==> src/rtl/bus_pkg.sv <==
// Shared definitions for the data-memory bus: region decode geometry,
// slave index sizing and the read-return pipe stage record.
package bus_pkg;

    localparam int REGION_W   = 4;
    localparam int REGION_MSB = 31;
    localparam int MAX_SLV    = 8;

    // Width of a slave index: ceil(log2(n)), never less than one bit.
    function automatic int slv_idx_w(input int n);
        int w;
        w = $clog2(n);
        if (w < 1) begin
            w = 1;
        end else begin
            w = w;
        end
        return w;
    endfunction

    localparam int MAX_IDX_W = slv_idx_w(MAX_SLV);

    // One read-return pipe stage: valid, selected slave, internal decode error.
    typedef struct packed {
        logic                 vld;
        logic [MAX_IDX_W-1:0] idx;
        logic                 err;
    } ret_stage_t;

endpackage

==> src/rtl/bus_addr_decode.sv <==
// Region decoder: compares an address region nibble against every slave
// region. The lowest matching slave index wins; no match flags a miss.
module bus_addr_decode
    import bus_pkg::*;
#(
    parameter int                             NUM_SLV    = 2,
    parameter logic [NUM_SLV*REGION_W-1:0]    SLV_REGION = 8'h90,
    parameter int                             IDX_W      = slv_idx_w(NUM_SLV)
) (
    input  logic [REGION_W-1:0] region,
    output logic [NUM_SLV-1:0]  onehot,
    output logic [IDX_W-1:0]    idx,
    output logic                miss
);

    // Priority match: scan from the top so the lowest matching index is left last.
    always_comb begin
        onehot = '0;
        idx    = '0;
        miss   = 1'b1;
        for (int i = NUM_SLV - 1; i >= 0; i--) begin
            if (region == SLV_REGION[REGION_W*i +: REGION_W]) begin
                onehot    = '0;
                onehot[i] = 1'b1;
                idx       = IDX_W'(i);
                miss      = 1'b0;
            end else begin
                onehot = onehot;
            end
        end
    end

endmodule

==> src/rtl/dmem_bus_router.sv <==
// Data-memory router between the core's split read/write port and NUM_SLV
// slaves. Request channels are combinational; read data returns through an
// RD_LAT-deep pipe that remembers which slave (or internal error) answers.
// Optional feature macro: BUS_DECERR_EN - when defined, unmapped accesses are
// absorbed internally with an error response and a dec_err pulse; otherwise
// they are routed to DEFAULT_SLV.
module dmem_bus_router
    import bus_pkg::*;
#(
    parameter int                          NUM_SLV     = 2,
    parameter logic [NUM_SLV*REGION_W-1:0] SLV_REGION  = 8'h90,
    parameter int                          RD_LAT      = 1,
    parameter int                          DEFAULT_SLV = 0
) (
    input  logic                  clk,
    input  logic                  resetb,
    input  logic                  m_wready,
    output logic                  m_wvalid,
    input  logic [31:0]           m_waddr,
    input  logic [31:0]           m_wdata,
    input  logic [3:0]            m_wstrb,
    input  logic                  m_rready,
    output logic                  m_rvalid,
    input  logic [31:0]           m_raddr,
    output logic                  m_rresp,
    output logic [31:0]           m_rdata,
    output logic [NUM_SLV-1:0]    s_wready,
    input  logic [NUM_SLV-1:0]    s_wvalid,
    output logic [31:0]           s_waddr,
    output logic [31:0]           s_wdata,
    output logic [3:0]            s_wstrb,
    output logic [NUM_SLV-1:0]    s_rready,
    input  logic [NUM_SLV-1:0]    s_rvalid,
    output logic [31:0]           s_raddr,
    input  logic [NUM_SLV-1:0]    s_rresp,
    input  logic [NUM_SLV*32-1:0] s_rdata,
    output logic                  dec_err
);

    localparam int               IDX_W   = slv_idx_w(NUM_SLV);
    localparam logic [IDX_W-1:0] DEF_IDX = IDX_W'(DEFAULT_SLV);

    logic [NUM_SLV-1:0] w_onehot_s, r_onehot_s;
    logic [IDX_W-1:0]   w_idx_s,    r_idx_s;
    logic               w_miss_s,   r_miss_s;

    logic [NUM_SLV-1:0] w_sel_oh_s,  r_sel_oh_s;
    logic [IDX_W-1:0]   w_sel_idx_s, r_sel_idx_s;
    logic               w_int_s,     r_int_s;
    logic               w_accept_s,  r_accept_s;

    ret_stage_t         stage_in_s;
    ret_stage_t         last_s;
    ret_stage_t         pipe_r [RD_LAT];
    logic               dec_err_r;
    logic [31:0]        rsel_data_s;
    logic               rsel_resp_s;

    bus_addr_decode #(
        .NUM_SLV    (NUM_SLV),
        .SLV_REGION (SLV_REGION),
        .IDX_W      (IDX_W)
    ) u_wdec (
        .region (m_waddr[REGION_MSB -: REGION_W]),
        .onehot (w_onehot_s),
        .idx    (w_idx_s),
        .miss   (w_miss_s)
    );

    bus_addr_decode #(
        .NUM_SLV    (NUM_SLV),
        .SLV_REGION (SLV_REGION),
        .IDX_W      (IDX_W)
    ) u_rdec (
        .region (m_raddr[REGION_MSB -: REGION_W]),
        .onehot (r_onehot_s),
        .idx    (r_idx_s),
        .miss   (r_miss_s)
    );

    // Miss policy: absorb internally, or redirect to the default slave.
    always_comb begin
`ifdef BUS_DECERR_EN
        w_int_s     = w_miss_s;
        w_sel_oh_s  = w_miss_s ? '0 : w_onehot_s;
        w_sel_idx_s = w_idx_s;
        r_int_s     = r_miss_s;
        r_sel_oh_s  = r_miss_s ? '0 : r_onehot_s;
        r_sel_idx_s = r_idx_s;
`else
        w_int_s     = 1'b0;
        w_sel_oh_s  = w_miss_s ? (NUM_SLV'(1) << DEFAULT_SLV) : w_onehot_s;
        w_sel_idx_s = w_miss_s ? DEF_IDX : w_idx_s;
        r_int_s     = 1'b0;
        r_sel_oh_s  = r_miss_s ? (NUM_SLV'(1) << DEFAULT_SLV) : r_onehot_s;
        r_sel_idx_s = r_miss_s ? DEF_IDX : r_idx_s;
`endif
    end

    // Write channel: steer the request to the selected slave and reflect its accept.
    always_comb begin
        s_wready = '0;
        if (m_wready) begin
            s_wready = w_sel_oh_s;
        end else begin
            s_wready = '0;
        end
        if (w_int_s) begin
            m_wvalid = 1'b1;
        end else begin
            m_wvalid = s_wvalid[w_sel_idx_s];
        end
    end

    // Read request channel: same steering as writes.
    always_comb begin
        s_rready = '0;
        if (m_rready) begin
            s_rready = r_sel_oh_s;
        end else begin
            s_rready = '0;
        end
        if (r_int_s) begin
            m_rvalid = 1'b1;
        end else begin
            m_rvalid = s_rvalid[r_sel_idx_s];
        end
    end

    assign s_waddr    = m_waddr;
    assign s_wdata    = m_wdata;
    assign s_wstrb    = m_wstrb;
    assign s_raddr    = m_raddr;
    assign w_accept_s = m_wready && m_wvalid;
    assign r_accept_s = m_rready && m_rvalid;

    // Stage-0 record for the current cycle: a bubble unless a read is accepted.
    always_comb begin
        stage_in_s = '0;
        if (r_accept_s) begin
            stage_in_s.vld = 1'b1;
            stage_in_s.idx = MAX_IDX_W'(r_sel_idx_s);
            stage_in_s.err = r_int_s;
        end else begin
            stage_in_s.vld = 1'b0;
        end
    end

    // Return pipe: free-running shift register, cleared on reset.
    always_ff @(posedge clk) begin
        if (resetb) begin
            for (int i = 0; i < RD_LAT; i++) begin
                pipe_r[i] <= '0;
            end
        end else begin
            pipe_r[0] <= stage_in_s;
            for (int i = 1; i < RD_LAT; i++) begin
                pipe_r[i] <= pipe_r[i-1];
            end
        end
    end

    // Decode-error pulse: one cycle after any accepted internally-handled miss.
    always_ff @(posedge clk) begin
        if (resetb) begin
            dec_err_r <= 1'b0;
        end else begin
            dec_err_r <= (w_accept_s && w_int_s) || (r_accept_s && r_int_s);
        end
    end

    assign dec_err = dec_err_r;
    assign last_s  = pipe_r[RD_LAT-1];

    // Pick the answering slave's data/response named by the last stage.
    always_comb begin
        rsel_data_s = 32'h0000_0000;
        rsel_resp_s = 1'b0;
        for (int i = 0; i < NUM_SLV; i++) begin
            if (last_s.idx == MAX_IDX_W'(i)) begin
                rsel_data_s = s_rdata[32*i +: 32];
                rsel_resp_s = s_rresp[i];
            end else begin
                rsel_data_s = rsel_data_s;
            end
        end
    end

    // Return mux: slave data, internal error, or idle values.
    always_comb begin
        m_rdata = 32'h0000_0000;
        m_rresp = 1'b1;
        if (last_s.vld && !last_s.err) begin
            m_rdata = rsel_data_s;
            m_rresp = rsel_resp_s;
        end else if (last_s.vld) begin
            m_rdata = 32'h0000_0000;
            m_rresp = 1'b0;
        end else begin
            m_rdata = 32'h0000_0000;
            m_rresp = 1'b1;
        end
    end

endmodule

==> config.mk <==
export PLATFORM = sky130hd
export DESIGN_NAME = dmem_bus_router
export DESIGN_NICKNAME = d
export VERILOG_FILES = /design/src/rtl/bus_pkg.sv /design/src/rtl/bus_addr_decode.sv /design/src/rtl/dmem_bus_router.sv
export SDC_FILE = /design/constraint.sdc
export NUM_CORES = 1
export LEC_CHECK = 0
export CORE_AREA = 2 2 120 122
export CTS_BUF_LIST = sky130_fd_sc_hd__clkbuf_8
export CTS_CLUSTER_DIAMETER = 200
export DETAILED_ROUTE_END_ITERATION = 10
export DIE_AREA = 0 0 122 124
export GPL_ROUTABILITY_DRIVEN = 0
export HOLD_SLACK_MARGIN = 0.06
export SETUP_SLACK_MARGIN = 0.05
export SLEW_MARGIN = 5
export SYNTH_ARGS = -nofsm -noshare
export SYNTH_HDL_FRONTEND = slang
export SYNTH_SLANG_ARGS = --single-unit
==> constraint.sdc <==
create_clock -name clk -period 1.5 [get_ports clk]
set_input_delay 0.45 -clock clk [delete_from_list [all_inputs] [get_ports clk]]
set_output_delay 0.45 -clock clk [all_outputs]
set_load 0.1 [all_outputs]
==> key figures <==
STA
  – Setup WS post-layout: -0.349 ns
  – Fmax: about 540 MHz
  – Final Slew Violations: 0
  – Final hold viol count: 0
  – Unrepaired setup endpoints after global routing: yes
  – Hold slack: just over 0.6 ns
  – Post-route clock period utilization: 123%
  – Post-route minimum period: ~1.8 ns
  – Final setup vio count: 39

Clocking
  – # hold bufs at CTS: 0
  – Clock Tree Buf Depth: 2
  – Clock root cell: clkbuf_8
  – Clk sinks: 2
  – Total CTS buffers: 3
  – CTS tree: built
  – Clock slew at reported path FFs: 0.03 ns
  – CTS H-tree depth: 1

Cells and area
  – Most flop-heavy register: pipe_r
  – Footprint of the multi-input gates: between 0.001 and 0.0015 mm²
  – Share of post-route cells with drive strength above 1: around 66%
  – Fill count: roughly 1400
  – Layout Nets: approximately 400
  – Max reg flops: 2
  – Register Area: approximately 44 µm²
  – # diodes: 0
  – P&R area growth vs syn: 136%
  – Largest registers: pipe_r x2

Detailed routing
  – Via density: approximately 3.3
  – Total number of vias: about 1400
  – Initial DRC count: 5
  – Final WL: between 7000 and 8000 µm
  – Residual DRC: 0
  – Pre-Repair DR Iteration Count: 3
  – DR WL/cell: approximately 19 µm
  – Post-route ant nets: 0

Logic synthesis
  – Top-area cell type share of the netlist area: about 49%
  – Mean Syn Cell Area: just over 8 µm²
  – Number of flops mapped to enable cells by yosys: 0
  – Syn. warnings: 0
  – Post-synth top area cell: buf_4
  – Synth Instances: about 190
  – Post-Syn Area: 0.00154 mm²
  – Synth area leaders: buf_4, mux2i_1, nor2b_1
  – Share of flip-flops with an asynchronous set or reset: 0%
  – Fraction of the yosys area taken by sequential cells: 2.61%
  – Cell variety after synth: 17
  – Dominant synthesized flop cell: dfxtp_1
  – Most frequent cell after synthesis: buf_4
  – Top cells by count, synth: buf_4, mux2i_1, nor2b_1, buf_12, clkbuf_1
  – Post-synthesis net count: ~360
  – FF+latch count, synth: 2

Global routing
  – First-pass GRT wire length: slightly below 10000 µm
  – Vias in the first global route: 1400
  – All-Layer GR Usage: under 10%
  – Initial antenna violation count: 0
  – Largest net degree at the start of global routing: 34
  – Total grt overflow: 0

Floorplan
  – IO Pins: 314
  – Core Area: 0.0137 mm²
  – Die width: between 100 and 150 µm
  – Area of the die: 0.0151 mm²
  – Row count: 43
  – DIE HEIGHT: between 100 and 150 µm
  – Initial Util: around 11%

Power
  – P_leak: roughly 0.0013 µW
  – Tot Pwr: ~1300 µW
  – VDD IR max: around 150 µV
  – PwrDens: approximately 360 mW/mm²

Placement
  – Pre-CTS WS: -0.732 ns
  – # port buffers: 128
  – Hpwl dp: between 6000 and 7000 µm

Outcome
  – Status: finished, violations left
  – Failing checks: setup timing

Worst hold path
  – HP Class: input port to register

Critical path
  – Critical Path RT: between 1 and 1.5 ns
  – CP endpoint kind: output port
  – Arr. time, crit path: about 1.4 ns
  – Startpoint types: register
  – WS Path Type: register to output port
  – CP max FO: 8

Flow run
  – Max Cap Viol: 0
[worst max-delay path, cell delays in order, from the launching register on]
cell	delay, ns
dfxtp_4	0.35
buf_12	0.14
buf_16	0.16
mux2i_4	0.20
nor2b_4	0.15
buf_12	0.18
[power by group]
| group | switching, µW | leakage, µW | internal, µW |
|---|---|---|---|
| Sequential | 1.15 | 0.0000171 | 53.4 |
| Combinational | 553 | 0.00125 | 482 |
| Clock | 37.7 | 0.0000216 | 169 |
[per-stage QoR]
stage	instance area [µm²]	std cells	setup TNS (ns)	utilization, %
final	3620	410	-11.47	26.4
after global routing	3620	410	-13.03	26.4
after CTS	3520	409	-12.04	25.6
after detailed placement	3070	400	-15.42	22.4
after global placement	3070	400	-14.86	22.4
after floorplan	1830	189	-5.87	-
[final timing paths]
check                     from           end  slack, ns  cells after the start
hold / removal     s_rvalid[1]  pipe_r[0][2]       0.61                      3
setup / recovery  pipe_r[0][1]   m_rdata[19]      -0.35                      5
[layout make-up]
type | count | share of cell area (%)
Tap cell | 180 | 6.23
Sequential cell | 2 | 1.21
Timing Repair Buffer | 146 | 54.5
Multi-Input combinational cell | 79 | 36.9
Clock buffer | 3 | 1.14
[logic make-up after synthesis]
logic type / Yosys count / share of synthesized area (%)
other: 1 / 0.244
flip-flops: 2 / 2.61
buffers and inverters: 108 / 54.8
multiplexers: 36 / 23.9
AND/OR/NAND/NOR: 42 / 18.5
[cell usage in the layout, fill, tap and decap left out, drive strengths merged]
| cell type | instances |
|---|---|
| dlymetal6s2s | 3 |
| nand3b | 2 |
| buf | 73 |
| clkbuf | 3 |
| clkdlybuf4s50 | 34 |
| conb | 1 |
| nand2 | 1 |
| and2b | 1 |
| mux2 | 2 |
| and4bb | 2 |
| and2 | 2 |
| and4b | 1 |
| dlygate4sd2 | 36 |
| mux2i | 34 |
| dfxtp | 2 |
| nor2b | 33 |
[routing by layer]
layer | track usage [%] | share of wire (%) | up-vias
li1 | - | - | 593
met1 | 6.16 | 23 | 584
met2 | 16.5 | 52 | 161
met3 | 6.96 | 21 | 30
met4 | 4.31 | 3.9 | 2
met5 | 2.78 | 0.72 | -
[repair_timing]
action,CTS,global route
gates resized for setup,136,14
pin swaps,2,2
setup buffers,4,1
endpoints found under the hold margin,0,0
cloned,3,0
endpoints found under the setup margin,49,39
Note: power is estimated with default switching activity, not from simulation.
